### src/rtl/key_press_pkg.sv
// Shared constants and width helpers for the key press array.
package key_press_pkg;

  localparam int unsigned NUM_KEYS_DEF        = 4;
  localparam int unsigned DEBOUNCE_CYCLES_DEF = 4;
  localparam int unsigned REPEAT_DELAY_DEF    = 8;
  localparam int unsigned REPEAT_PERIOD_DEF   = 3;
  localparam int unsigned SYNC_STAGES         = 2;

  // Bits needed to hold values 0..max_count.
  function automatic int unsigned cnt_width(input int unsigned max_count);
    return (max_count < 1) ? 1 : $clog2(max_count + 1);
  endfunction

  function automatic int unsigned max_u(input int unsigned a, input int unsigned b);
    return (a > b) ? a : b;
  endfunction

endpackage

### src/rtl/key_debounce_channel.sv
// One key channel: two-flop synchroniser, stable-count debounce, press/release pulses.
// Auto-repeat hold counter present only when KEY_PRESS_REPEAT_EN is defined.
module key_debounce_channel
  import key_press_pkg::*;
#(
  parameter int unsigned DEBOUNCE_CYCLES = DEBOUNCE_CYCLES_DEF
`ifdef KEY_PRESS_REPEAT_EN
  ,
  parameter int unsigned REPEAT_DELAY    = REPEAT_DELAY_DEF,
  parameter int unsigned REPEAT_PERIOD   = REPEAT_PERIOD_DEF
`endif
) (
  input  logic i_clock,
  input  logic i_reset_n,
  input  logic i_key,
  output logic o_press,
  output logic o_release,
  output logic o_level,
  output logic o_press_c
);

  localparam int unsigned CNT_W = cnt_width(DEBOUNCE_CYCLES);
  localparam logic [CNT_W-1:0] CNT_LAST = CNT_W'(DEBOUNCE_CYCLES - 1);

  logic [SYNC_STAGES-1:0] r_sync;
  logic                   w_synced;
  logic [CNT_W-1:0]       r_cnt;
  logic [CNT_W-1:0]       w_cnt_nxt;
  logic                   r_stable;
  logic                   w_stable_nxt;
  logic                   w_commit;
  logic                   w_press_nxt;
  logic                   w_release_nxt;

  // Raw key is active-low; the synchroniser carries the pressed sense.
  always_ff @(posedge i_clock) begin
    if (!i_reset_n) begin
      r_sync <= '0;
    end else begin
      r_sync <= {r_sync[SYNC_STAGES-2:0], ~i_key};
    end
  end

  assign w_synced = r_sync[SYNC_STAGES-1];

  // Any sample agreeing with the stable level discards accumulated credit.
  always_comb begin
    w_cnt_nxt    = r_cnt;
    w_stable_nxt = r_stable;
    w_commit     = 1'b0;
    if (w_synced == r_stable) begin
      w_cnt_nxt = '0;
    end else if (r_cnt == CNT_LAST) begin
      w_commit     = 1'b1;
      w_stable_nxt = w_synced;
      w_cnt_nxt    = '0;
    end else begin
      w_cnt_nxt = r_cnt + CNT_W'(1);
    end
  end

  assign w_release_nxt = w_commit & ~w_synced;

`ifdef KEY_PRESS_REPEAT_EN
  localparam int unsigned HOLD_W = cnt_width(max_u(REPEAT_DELAY, REPEAT_PERIOD));
  localparam logic [HOLD_W-1:0] HOLD_DELAY_LAST  = HOLD_W'(REPEAT_DELAY - 1);
  localparam logic [HOLD_W-1:0] HOLD_PERIOD_LAST = HOLD_W'(REPEAT_PERIOD - 1);

  logic [HOLD_W-1:0] r_hold;
  logic [HOLD_W-1:0] w_hold_nxt;
  logic              r_rep;
  logic              w_rep_nxt;
  logic              w_rep_fire;

  // A commit in either direction restarts the hold timer and blocks a repeat that edge.
  always_comb begin
    w_hold_nxt = r_hold;
    w_rep_nxt  = r_rep;
    w_rep_fire = 1'b0;
    if (w_commit) begin
      w_hold_nxt = '0;
      w_rep_nxt  = 1'b0;
    end else if (r_stable) begin
      if (r_hold == (r_rep ? HOLD_PERIOD_LAST : HOLD_DELAY_LAST)) begin
        w_rep_fire = 1'b1;
        w_hold_nxt = '0;
        w_rep_nxt  = 1'b1;
      end else begin
        w_hold_nxt = r_hold + HOLD_W'(1);
      end
    end
  end

  always_ff @(posedge i_clock) begin
    if (!i_reset_n) begin
      r_hold <= '0;
      r_rep  <= 1'b0;
    end else begin
      r_hold <= w_hold_nxt;
      r_rep  <= w_rep_nxt;
    end
  end

  assign w_press_nxt = (w_commit & w_synced) | w_rep_fire;
`else
  assign w_press_nxt = w_commit & w_synced;
`endif

  always_ff @(posedge i_clock) begin
    if (!i_reset_n) begin
      r_cnt     <= '0;
      r_stable  <= 1'b0;
      o_press   <= 1'b0;
      o_release <= 1'b0;
    end else begin
      r_cnt     <= w_cnt_nxt;
      r_stable  <= w_stable_nxt;
      o_press   <= w_press_nxt;
      o_release <= w_release_nxt;
    end
  end

  assign o_level   = r_stable;
  assign o_press_c = w_press_nxt;

endmodule

### src/rtl/key_press_array.sv
// NUM_KEYS independent debounced key channels plus a registered any-press pulse.
// Define KEY_PRESS_REPEAT_EN to enable per-key auto-repeat press pulses.
module key_press_array
  import key_press_pkg::*;
#(
  parameter int unsigned NUM_KEYS        = NUM_KEYS_DEF,
  parameter int unsigned DEBOUNCE_CYCLES = DEBOUNCE_CYCLES_DEF,
  parameter int unsigned REPEAT_DELAY    = REPEAT_DELAY_DEF,
  parameter int unsigned REPEAT_PERIOD   = REPEAT_PERIOD_DEF
) (
  input  logic                clock,
  input  logic                reset_n,
  input  logic [NUM_KEYS-1:0] key,
  output logic [NUM_KEYS-1:0] key_press,
  output logic [NUM_KEYS-1:0] key_release,
  output logic [NUM_KEYS-1:0] key_level,
  output logic                key_press_any
);

  logic [NUM_KEYS-1:0] w_press_c;
  logic                r_press_any;

  // Zero-valued parameters are not a legal configuration; this marker block flags one.
  if (NUM_KEYS == 0 || DEBOUNCE_CYCLES == 0 || REPEAT_DELAY == 0 || REPEAT_PERIOD == 0)
  begin : g_illegal_cfg
  end

  for (genvar g = 0; g < NUM_KEYS; g++) begin : g_ch
    key_debounce_channel #(
      .DEBOUNCE_CYCLES (DEBOUNCE_CYCLES)
`ifdef KEY_PRESS_REPEAT_EN
      ,
      .REPEAT_DELAY    (REPEAT_DELAY),
      .REPEAT_PERIOD   (REPEAT_PERIOD)
`endif
    ) u_ch (
      .i_clock   (clock),
      .i_reset_n (reset_n),
      .i_key     (key[g]),
      .o_press   (key_press[g]),
      .o_release (key_release[g]),
      .o_level   (key_level[g]),
      .o_press_c (w_press_c[g])
    );
  end

  // Registered from the channels' next-pulse terms so it aligns with key_press.
  always_ff @(posedge clock) begin
    if (!reset_n) begin
      r_press_any <= 1'b0;
    end else begin
      r_press_any <= |w_press_c;
    end
  end

  assign key_press_any = r_press_any;

endmodule

### config.mk
export PLATFORM = sky130hd
export DESIGN_NAME = key_press_array
export DESIGN_NICKNAME = d
export VERILOG_FILES = /design/src/rtl/key_press_pkg.sv /design/src/rtl/key_debounce_channel.sv /design/src/rtl/key_press_array.sv
export SDC_FILE = /design/constraint.sdc
export NUM_CORES = 1
export LEC_CHECK = 0
export CAP_MARGIN = 30
export CORE_MARGIN = 8
export CORE_UTILIZATION = 31
export DETAILED_ROUTE_END_ITERATION = 7
export GPL_TIMING_DRIVEN = 0
export SKIP_LAST_GASP = 1
export SYNTH_ARGS = -nofsm -noshare
export SYNTH_HDL_FRONTEND = slang
export SYNTH_SLANG_ARGS = --single-unit
export TNS_END_PERCENT = 5
### constraint.sdc
create_clock -name clock -period 1.6 [get_ports clock]
set_clock_uncertainty 0.1 [all_clocks]
set_input_delay 0.32 -clock clock [delete_from_list [all_inputs] [get_ports clock]]
set_output_delay 0.32 -clock clock [all_outputs]
set_load 0.01 [all_outputs]
==> out/metrics.cfg, run 1 <==
[placement]
routabilityCongestion = 0.668
portBuffers = 18
dpl_cell_area_mm2 = 0.00148
dp_hpwl_um = 1400

[floorplan]
num_rows = 23
die_area_mm2 = 0.00627
initial_core_util_pct = 31.6
core_mm2 = 0.00391
die_x_um = 79.2
io_pins = 19
die_h_um = 79.2

[yosys]
yosys_warnings = 0
synthTopCellsByCount = dfxtp_1 (33), buf_4 (13)
synth-main-ff-cell = dfxtp_1
ys_seq_area_share_pct = 53.3
yosysTopAreaCell = dfxtp_1
ys_async_sr_fraction_pct = 0
synth.most_common_cell = dfxtp_1
synth_area_mm2 = 0.00124
synth_edf_count = 0
synth_top_area_share_pct = 53.3
synth_area_leaders = dfxtp_1 (53%), ha_1 (8.1%), buf_4 (7.9%)
synth_area_per_cell_um2 = 11.1
synth-seq-cells = 33
synth_cell_types = 17
postSynthNetCount = 126
syn-instance-count = 112

[power_and_ir_drop]
pwr_density_cell_mw_per_mm2 = 1030
power_w = 0.00167
p_leak_nw = 0.633
peakVddDrop_v = 0.000777

[detailed_routing]
ant_nets = 0
first_pass_iters = 2
drtIter0Drc = 23
drc_errors = 0
via_count = 784
viasPerCell = 4.17
routedWlPerCell_um = 9.97
wl_um = 1880

[timing]
post-route-min-period_ns = 1.69
hold_violations = 0
worst_pin_slew_ns = 0.322
setup_viol = 10
max-slew-margin-rel_pct = 78.3
fmax_ghz = 0.591
rsz0062_at_grt = yes
whs_ns = 0.331
slew_viol_final = 0
timing.final.crit_share_pct = 106
fin_ws_ns = -0.0910

[clocking]
path_clk_slew_ns = 0.06
cts_hold_buf = 0
cts_buffer_depth = 2
clock_sinks = 33
cts_setup_buffers = 0
cts_tree = done
root_buffer = clkbuf_8
cts_resized = 5
worst_skew_pair.late_latency_ns = 0.28
htree_levels = 2
cts_made_buffers = 5

[run]
maxCapViolations = 0

[grt]
grt_pass1_vias = 813
grt_usage_pct = 6.85
grt_pass1_wl_um = 3240
grt_max_degree = 11
grt_antenna_before_repair = 0
grt_overflow = 0

[worst_setup_path]
startpoint = g_ch[2].u_ch.o_level
worstPathRequired_ns = 1.18
crit_type = reg -> out
rr_startpoint = g_ch[1].u_ch.r_cnt[0]
start_kind = flop
cp-end-kind = primary output
r2r_slack_ns = 0.22
worst-path-max-fanout = 6
crit_arrival_ns = 1.27

[worst_hold_path]
hp-class = reg -> reg
hold_start = g_ch[3].u_ch.r_cnt[0]

[final_layout]
fin_nets = 151
antenna_cells = 0
drive_above_1_share_pct = 21.0
fin_area_mm2 = 0.00161
areaGrowthSynthToFinish_pct = 30.1
finish.utilization_pct = 41.2

[outcome]
violations = negative setup slack
status = finished with violations

[cell families after synthesis]
kind of cell,after synthesis,synth area share [%]
DFF,33,53.3
and+or+nand+nor,44,22.4
buffers and inverters,18,9.39
xor gates and xnor gates,4,2.83
adders and majority gates,8,8.08
AOI/OAI and AO/OA,1,0.707
muxes,4,3.23
[registers in the layout (all words and copies together) (netlist names)]
signal / cells
g_ch.u_ch.o_level: 4
g_ch.u_ch.r_cnt: 12
g_ch.u_ch.o_release: 4
key_press_any: 1
g_ch.u_ch.o_press: 4
g_ch.u_ch.r_sync: 8
[report_power, final]
group	switching, W	internal, W
clock network	0.000277	0.000507
registers	0.00000767	0.000829
logic	0.0000211	0.0000242
[placed cells by master (no fill, tap or decap), types with 6 or more instances in the layout]
| cell type | n |
|---|---|
| clkdlybuf4s50_1 | 16 |
| clkbuf_8 | 6 |
| nor3_1 | 8 |
| buf_4 | 13 |
| nor2_1 | 8 |
| nor3b_1 | 8 |
| ha_1 | 8 |
| dfxtp_1 | 29 |
[final timing paths]
path         depth (start not counted)                     to
max                                  2           key_level[2]
min reg2reg                          1  g_ch[3].u_ch.r_cnt[0]
max reg2reg                          4  g_ch[1].u_ch.r_cnt[2]
min                                  1  g_ch[3].u_ch.r_cnt[0]
[metrics by stage]
stage	std cells	setup slack, ns	TNS [ns]
after floorplan	112	0.328	0
after global placement	180	0.0261	0
after detailed placement	180	0.0584	0
after CTS	188	-0.133	-0.724
after global routing	188	-0.141	-0.815
final	188	-0.0910	-0.321
[critical path, cell delays in order (launching register included)]
cell,delay [ns]
dfxtp_4,0.37
buf_4,0.10
clkdlybuf4s50_1,0.52
[routing by layer]
metal	global-route usage (%)	part of all wire, %	up-vias
li1	-	-	410
met1	6.27	45	354
met2	11.5	47	14
met3	3.50	4.9	6
met4	5.00	2.7	0
met5	0	0	-
[layout make-up]
class | count | area, um^2
clock inverters | 1 | 30.0
clock buffers | 7 | 86.3
flip-flops and latches | 33 | 673
inverters | 5 | 18.8
fillers | 401 | 2300
plain buffers | 13 | 97.6
repair buffers | 18 | 181
well taps | 50 | 62.6
multi-input cells | 61 | 462
Note: power is estimated with default switching activity, not from simulation.
==> inputs of run 2 (changes only) <==
Settings changed: ABC_AREA set to 1, CTS_CLUSTER_SIZE set to 14.
==> run 2 against run 1 <==
Net effect: the flow still finishes with violations (negative setup slack); sequential share of layout area up 0.54 points; worst setup slack better by 0.031 ns; first-iteration DRC count up 70%; core utilization up 1.1 points; cell count up 11%; synthesized area down 2.4%; count of clock-buffer cells in the layout unchanged; sequential power up 0.5%; sequential cell count unchanged; largest cell class unchanged.
==> out/metrics.cfg, run 2 <==
[yosys]
synth.most_common_cell = dfxtp_1
yosysTopAreaCell = dfxtp_1
synth_area_leaders = dfxtp_1 (55%), ha_1 (8.3%), buf_4 (8.1%)
synth_edf_count = 0  ; unchanged
synth-main-ff-cell = dfxtp_1
synth_area_per_cell_um2 = 8.95  ; -19%
synth_cell_types = 13  ; -4
yosys_warnings = 0  ; unchanged
synth-seq-cells = 33  ; unchanged
ys_async_sr_fraction_pct = 0  ; unchanged
postSynthNetCount = 149  ; +18%
synthTopCellsByCount = dfxtp_1 (33), nor2_1 (26), inv_1 (21)
ys_seq_area_share_pct = 54.7  ; +1.3 points
synth_area_mm2 = 0.00121  ; -2.4%
synth_top_area_share_pct = 54.7  ; +1.3 points
syn-instance-count = 135  ; +21%

[grt]
grt_pass1_vias = 809  ; -0.49%
grt_pass1_wl_um = 3420  ; +5.5%
grt_overflow = 0  ; unchanged
grt_max_degree = 11  ; unchanged
grt_antenna_before_repair = 0  ; unchanged
grt_usage_pct = 7.10  ; +0.25 points

[worst_setup_path]
crit_type = reg -> out
slowest_stage = clkdlybuf4s50_1
worst-path-max-fanout = 3  ; -3
critical_path_buf_inv_count = 2  ; unchanged
rr_startpoint = g_ch[3].u_ch.r_cnt[0]
r2r_cells = 6  ; +2
r2r_slack_ns = 0.38  ; +0.16 ns
worstPathCellList = buf_4, clkdlybuf4s50_1
start_kind = flop
cp-end-kind = primary output
cpLargestDelayFamily = buffers and inverters
cpPeakStageDelay_ns = 0.52  ; about the same
crit_arrival_ns = 1.24  ; -0.03 ns
timing.rr.end = key_press_any
worstPathRequired_ns = 1.18  ; about the same

[worst_hold_path]
hold_start = g_ch[1].u_ch.r_sync[0]
holdPathStages = 2  ; +1
hp-class = reg -> reg
hold-path-endpoint = g_ch[1].u_ch.r_sync[1]

[clocking]
cts_tree = done
cts_made_buffers = 5  ; unchanged
cts_hold_buf = 0  ; unchanged
worst_skew_pair.late_latency_ns = 0.28  ; about the same
cts_setup_buffers = 0  ; unchanged
cts_resized = 2  ; -3
root_buffer = clkbuf_8
path_clk_slew_ns = 0.07  ; about the same
cts_buffer_depth = 2  ; unchanged
clock_sinks = 33  ; unchanged
htree_levels = 2  ; unchanged

[timing]
setup_viol = 10  ; unchanged
hold_violations = 0  ; unchanged
timing.final.crit_share_pct = 104  ; -2.0 points
post-route-min-period_ns = 1.66  ; -0.0313 ns
fmax_ghz = 0.603  ; +1.9%
max-slew-margin-rel_pct = 85.3  ; +6.9 points
fin_ws_ns = -0.0596  ; +0.0313 ns
worst_pin_slew_ns = 0.219  ; -0.104 ns
whs_ns = 0.312  ; -0.0194 ns
slew_viol_final = 0  ; unchanged
rsz0062_at_grt = yes

[floorplan]
io_pins = 19  ; unchanged
die_h_um = 78.4  ; -0.97%
die_area_mm2 = 0.00615  ; -1.9%
num_rows = 22  ; -4.3%
initial_core_util_pct = 32.5  ; +0.88 points
core_mm2 = 0.00372  ; -5.1%
die_x_um = 78.4  ; -0.97%

[final_layout]
layout_common_cells = dfxtp_1 (30), nor2_1 (26), inv_1 (21)
top_regs = g_ch.u_ch.r_cnt x12, g_ch.u_ch.r_sync x8
drive_above_1_share_pct = 15.5  ; -5.5 points
fill_cells = 368  ; -8.2%
finish.utilization_pct = 42.3  ; +1.1 points
multi_input_area_um2 = 357  ; -23%
largest_register = g_ch.u_ch.r_cnt
mostFrequentLayoutCell = dfxtp_1
antenna_cells = 0  ; unchanged
fin_nets = 174  ; +15%
largest_register_ffs = 12  ; unchanged
areaGrowthSynthToFinish_pct = 29.9
seqCellArea_um2 = 664  ; -1.3%

[detailed_routing]
drtIter0Drc = 39  ; +70%
first_pass_iters = 5  ; +3
via_count = 843  ; +7.5%
drc_errors = 0  ; unchanged
ant_nets = 0  ; unchanged
wl_um = 1900  ; +1.4%
viasPerCell = 4.03  ; -3.3%
routedWlPerCell_um = 9.10  ; -8.8%

[placement]
portBuffers = 18  ; unchanged
routabilityCongestion = 0.684  ; +2.4%
dp_hpwl_um = 1470  ; +5.0%

[power_and_ir_drop]
pwr_density_cell_mw_per_mm2 = 1070  ; +3.0%
p_leak_nw = 0.724  ; +14%
power_w = 0.00167  ; +0.39%
peakVddDrop_v = 0.000512  ; -34%

[run]
maxCapViolations = 0  ; unchanged

[outcome]
status = finished with violations
violations = negative setup slack

## run 2: changes by cell type after synthesis, sizes merged, moves of 6 or more
cell / change
nor2: +18
inv: +17
nand2: +9
nor3b: -12
nor3: -8
nand3: +6
## run 2: worst reg2reg max path, stage by stage (launching register included)
cell	delay, ns
dfxtp_1	0.32
ha_1	0.19
ha_1	0.22
nand3_1	0.10
nand2_1	0.05
nor2_1	0.09
nor2_1	0.04
## run 2: worst max-delay path by stage
| stage | slack [ns] | startpoint | to | cells after the start |
|---|---|---|---|---|
| after detailed placement | 0.15 | reset_n | g_ch[3].u_ch.o_level | 4 |
| after floorplan | 0.45 | g_ch[2].u_ch.r_cnt[0] | key_press_any | 6 |
| after CTS | -0.12 | g_ch[2].u_ch.o_level | key_level[2] | 2 |
| final | -0.06 | g_ch[2].u_ch.o_level | key_level[2] | 2 |
| after global routing | -0.11 | g_ch[3].u_ch.o_level | key_level[3] | 2 |
| after global placement | 0.18 | g_ch[0].u_ch.o_level | key_level[0] | 2 |
## run 2: layer usage
metal,routed length (um),GRT usage [%],vias up,share of wire [%]
li1,-,-,447,-
met3,136,3.30,5,7.2
met1,841,7.29,365,44
met4,72,6.11,0,3.8
met2,852,10.8,26,45
met5,0,0,-,0
## run 2: cell families after synthesis
group	Yosys count	share of synthesized area, %
AO/OA/AOI/OAI	7	2.90
XOR/XNOR	3	2.17
adder cells (fa/ha/maj)	8	8.28
buffers and inverters	36	15.8
flip-flops	33	54.7
AND/OR/NAND/NOR	48	16.1
## run 2: report_power, final
group	switching (W)	internal, W	total (W)
clock	0.000279	0.000507	0.000786
sequential	0.00000669	0.000834	0.000841
combinational	0.0000226	0.0000229	0.0000456
total	0.000308	0.00136	0.00167
## run 2: through the flow
step	instances	area (um^2)	TNS, ns	setup WS (ns)
2_1_floorplan	135	1210	0	0.451
3_3_place_gp	201	1450	0	0.177
3_5_place_dp	201	1450	0	0.145
4_1_cts	209	1570	-0.649	-0.123
5_1_grt	209	1570	-0.788	-0.114
6_report	209	1570	-0.240	-0.0596
## run 2: cell type report
class                      instances  share of cell area, %
multi-input combinational         66                   22.7
buffer                            14                   6.93
sequential                        33                   42.3
timing repair buffer              18                   11.6
inverter                          22                   5.26
tap                               48                   3.82
clock buffer                       7                   5.50
clock inverter                     1                   1.91
==> inputs of run 3 (changes only) <==
Settings changed: CORE_MARGIN 8 to 1.5, PLACE_DENSITY_LB_ADDON set to 0.08.
==> run 3 against run 2 <==
Net effect: the run still ends with negative setup slack left; sequential cell count unchanged; maximum frequency grew 0.16%; critical path depth stayed put; cell count unchanged; worst setup slack improved by 0.0026 ns; register-to-register slack barely moved; hold slack improved by 0.00075 ns; count of clock-buffer cells in the layout fell by 1; sequential share of layout area is 0.98 points higher; clock power fell by 26%; die area is 30% lower; total power decreased by 12%; highest routed layer unchanged.
==> out/metrics.cfg, run 3 (same netlist as run 2, synthesis figures left out) <==
[detailed_routing]
viasPerCell = 3.92  ; -2.8%
routedWlPerCell_um = 8.43  ; -7.4%
drtIter0Drc = 21  ; -46%
first_pass_iters = 4  ; -1
drc_errors = 0  ; unchanged
wl_um = 1760  ; -7.4%
via_count = 819  ; -2.8%
ant_nets = 0  ; unchanged

[final_layout]
fill_cells = 382  ; +3.8%
mostFrequentLayoutCell = dfxtp_1
largest_register_ffs = 12  ; unchanged
layout_common_cells = dfxtp_1 (29), nor2_1 (26), inv_1 (21)
antenna_cells = 0  ; unchanged
fin_nets = 174  ; unchanged
top_regs = g_ch.u_ch.r_cnt x12, g_ch.u_ch.r_sync x8
drive_above_1_share_pct = 16.1  ; +0.62 points
largest_register = g_ch.u_ch.r_cnt
areaGrowthSynthToFinish_pct = 27.2

[floorplan]
initial_core_util_pct = 32.5  ; unchanged
io_pins = 19  ; unchanged
die_x_um = 65.4  ; -17%
die_h_um = 65.4  ; -17%
num_rows = 22  ; unchanged
die_area_mm2 = 0.00428  ; -30%
core_mm2 = 0.00372  ; unchanged

[timing]
max-slew-margin-rel_pct = 82.4  ; -2.9 points
fin_ws_ns = -0.0570  ; +0.00260 ns
setup_viol = 10  ; unchanged
hold_violations = 0  ; unchanged
rsz0062_at_grt = yes
timing.final.crit_share_pct = 104  ; -0.16 points
whs_ns = 0.313  ; +0.000748 ns
worst_pin_slew_ns = 0.262  ; +0.0431 ns
post-route-min-period_ns = 1.66  ; -0.00260 ns
slew_viol_final = 0  ; unchanged
fmax_ghz = 0.603  ; +0.16%

[grt]
grt_max_degree = 11  ; unchanged
grt_pass1_wl_um = 3030  ; -11%
grt_overflow = 0  ; unchanged
grt_usage_pct = 9.80  ; +2.7 points
grt_pass1_vias = 742  ; -8.3%
grt_antenna_before_repair = 0  ; unchanged

[worst_setup_path]
worstPathCellList = buf_4, clkdlybuf4s50_1
worst-path-max-fanout = 3  ; unchanged
startpoint = g_ch[1].u_ch.o_level
rr_startpoint = g_ch[2].u_ch.r_cnt[0]
cp-end-kind = primary output
crit_type = reg -> out
cpLargestDelayFamily = buffers and inverters
crit_arrival_ns = 1.24  ; about the same
worstPathRequired_ns = 1.18  ; about the same
cpPeakStageDelay_ns = 0.52  ; about the same
critical_path_buf_inv_count = 2  ; unchanged
start_kind = flop
slowest_stage = clkdlybuf4s50_1

[clocking]
path_clk_slew_ns = 0.06  ; about the same
clock_sinks = 33  ; unchanged
worst_skew_pair.late_latency_ns = 0.28  ; about the same
cts_hold_buf = 0  ; unchanged
htree_levels = 2  ; unchanged
cts_made_buffers = 5  ; unchanged
cts_buffer_depth = 2  ; unchanged
cts_tree = done
root_buffer = clkbuf_8

[power_and_ir_drop]
switchingPower_w = 0.000310  ; +0.55%
peakVddDrop_v = 0.000624  ; +22%
pwr_density_cell_mw_per_mm2 = 954  ; -10%
p_leak_nw = 0.711  ; -1.8%
internal_power_w = 0.00116  ; -15%
seqPwrFrac_pct = 57.3  ; +7.0 points
clkPwrFrac_pct = 39.6  ; -7.4 points
combPwrFrac_pct = 3.1  ; +0.4 points
switching_share_pct = 21.1  ; +2.7 points

[run]
maxCapViolations = 0  ; unchanged

[placement]
portBuffers = 18  ; unchanged
dp_hpwl_um = 1310  ; -11%
routabilityCongestion = 0.688  ; +0.59%
place_ws_ns = 0.143  ; -0.00233 ns

[outcome]
violations = negative setup slack
status = finished with violations

[worst_hold_path]
hold_start = g_ch[1].u_ch.r_sync[0]
hp-class = reg -> reg

-- run 3: cell types whose count changed in the layout (fill, tap and decap cells not counted) --
cell | previous run | this run
dfxtp_2 | 3 | 4
clkinv_2 | 0 | 2
bufinv_16 | 1 | 0
dfxtp_1 | 30 | 29
clkbuf_8 | 6 | 5
-- run 3: worst paths after layout --
kind | endpoint | slack [ns] | depth (start not counted)
worst max-delay path | key_level[1] | -0.06 | 2
worst min-delay path | g_ch[1].u_ch.r_sync[1] | 0.31 | 2
worst max register to register | key_press_any | 0.37 | 6
worst min register to register | g_ch[1].u_ch.r_sync[1] | 0.31 | 2
-- run 3: per-layer routing --
metal / vias to the layer above / global-route usage, % / part of all wire [%]
met5: - / 0 / 0
met4: 0 / 5.47 / 2.7
met3: 5 / 5.14 / 5.1
met2: 15 / 16.5 / 50
met1: 352 / 9.66 / 42
li1: 447 / - / -
-- run 3: power by group through the flow --
| stage | Clock [W] | Combinational, W | Sequential (W) |
|---|---|---|---|
| floorplan | 0 | 0.0000266 | 0.000858 |
| global placement | 0 | 0.0000457 | 0.000859 |
| detailed placement | 0 | 0.0000472 | 0.000859 |
| CTS | 0.000610 | 0.0000475 | 0.000840 |
| global route | 0.000659 | 0.0000531 | 0.000841 |
| finish | 0.000581 | 0.0000458 | 0.000841 |
-- run 3: through the flow --
stage                     total power [W]  utilization (%)  TNS (ns)  cells  area, um^2
after global placement           0.000904             39.0         0    201        1450
after floorplan                  0.000884                -         0    135        1210
after CTS                         0.00150             41.3    -0.448    209        1540
after global routing              0.00155             41.4    -0.677    209        1540
after detailed placement         0.000906             39.0         0    201        1450
final                             0.00147             41.4    -0.194    209        1540
-- run 3: cell type report --
type / count / area, um^2 / area share [%]
buffer: 14 / 109 / 7.08
timing repair buffer: 18 / 181 / 11.8
sequential: 33 / 666 / 43.3
clock buffer: 6 / 72.6 / 4.72
clock inverter: 2 / 10.0 / 0.651
inverter: 22 / 82.6 / 5.37
tap: 48 / 60.1 / 3.91
multi-input combinational: 66 / 357 / 23.2
-- run 3: worst min-delay path, delay by kind of cell, from the launching register on --
family	cells	cell delay (ns)
flops	1	0.30
simple gates	1	0.05
buf+inv	1	0.04
-- run 3: what timing repair did --
| action | 4_1_cts | 5_1_grt |
|---|---|---|
| endpoints found under the setup margin | 12 | 11 |
| resized for setup | 5 | 1 |
| buffers inserted | 0 | 0 |
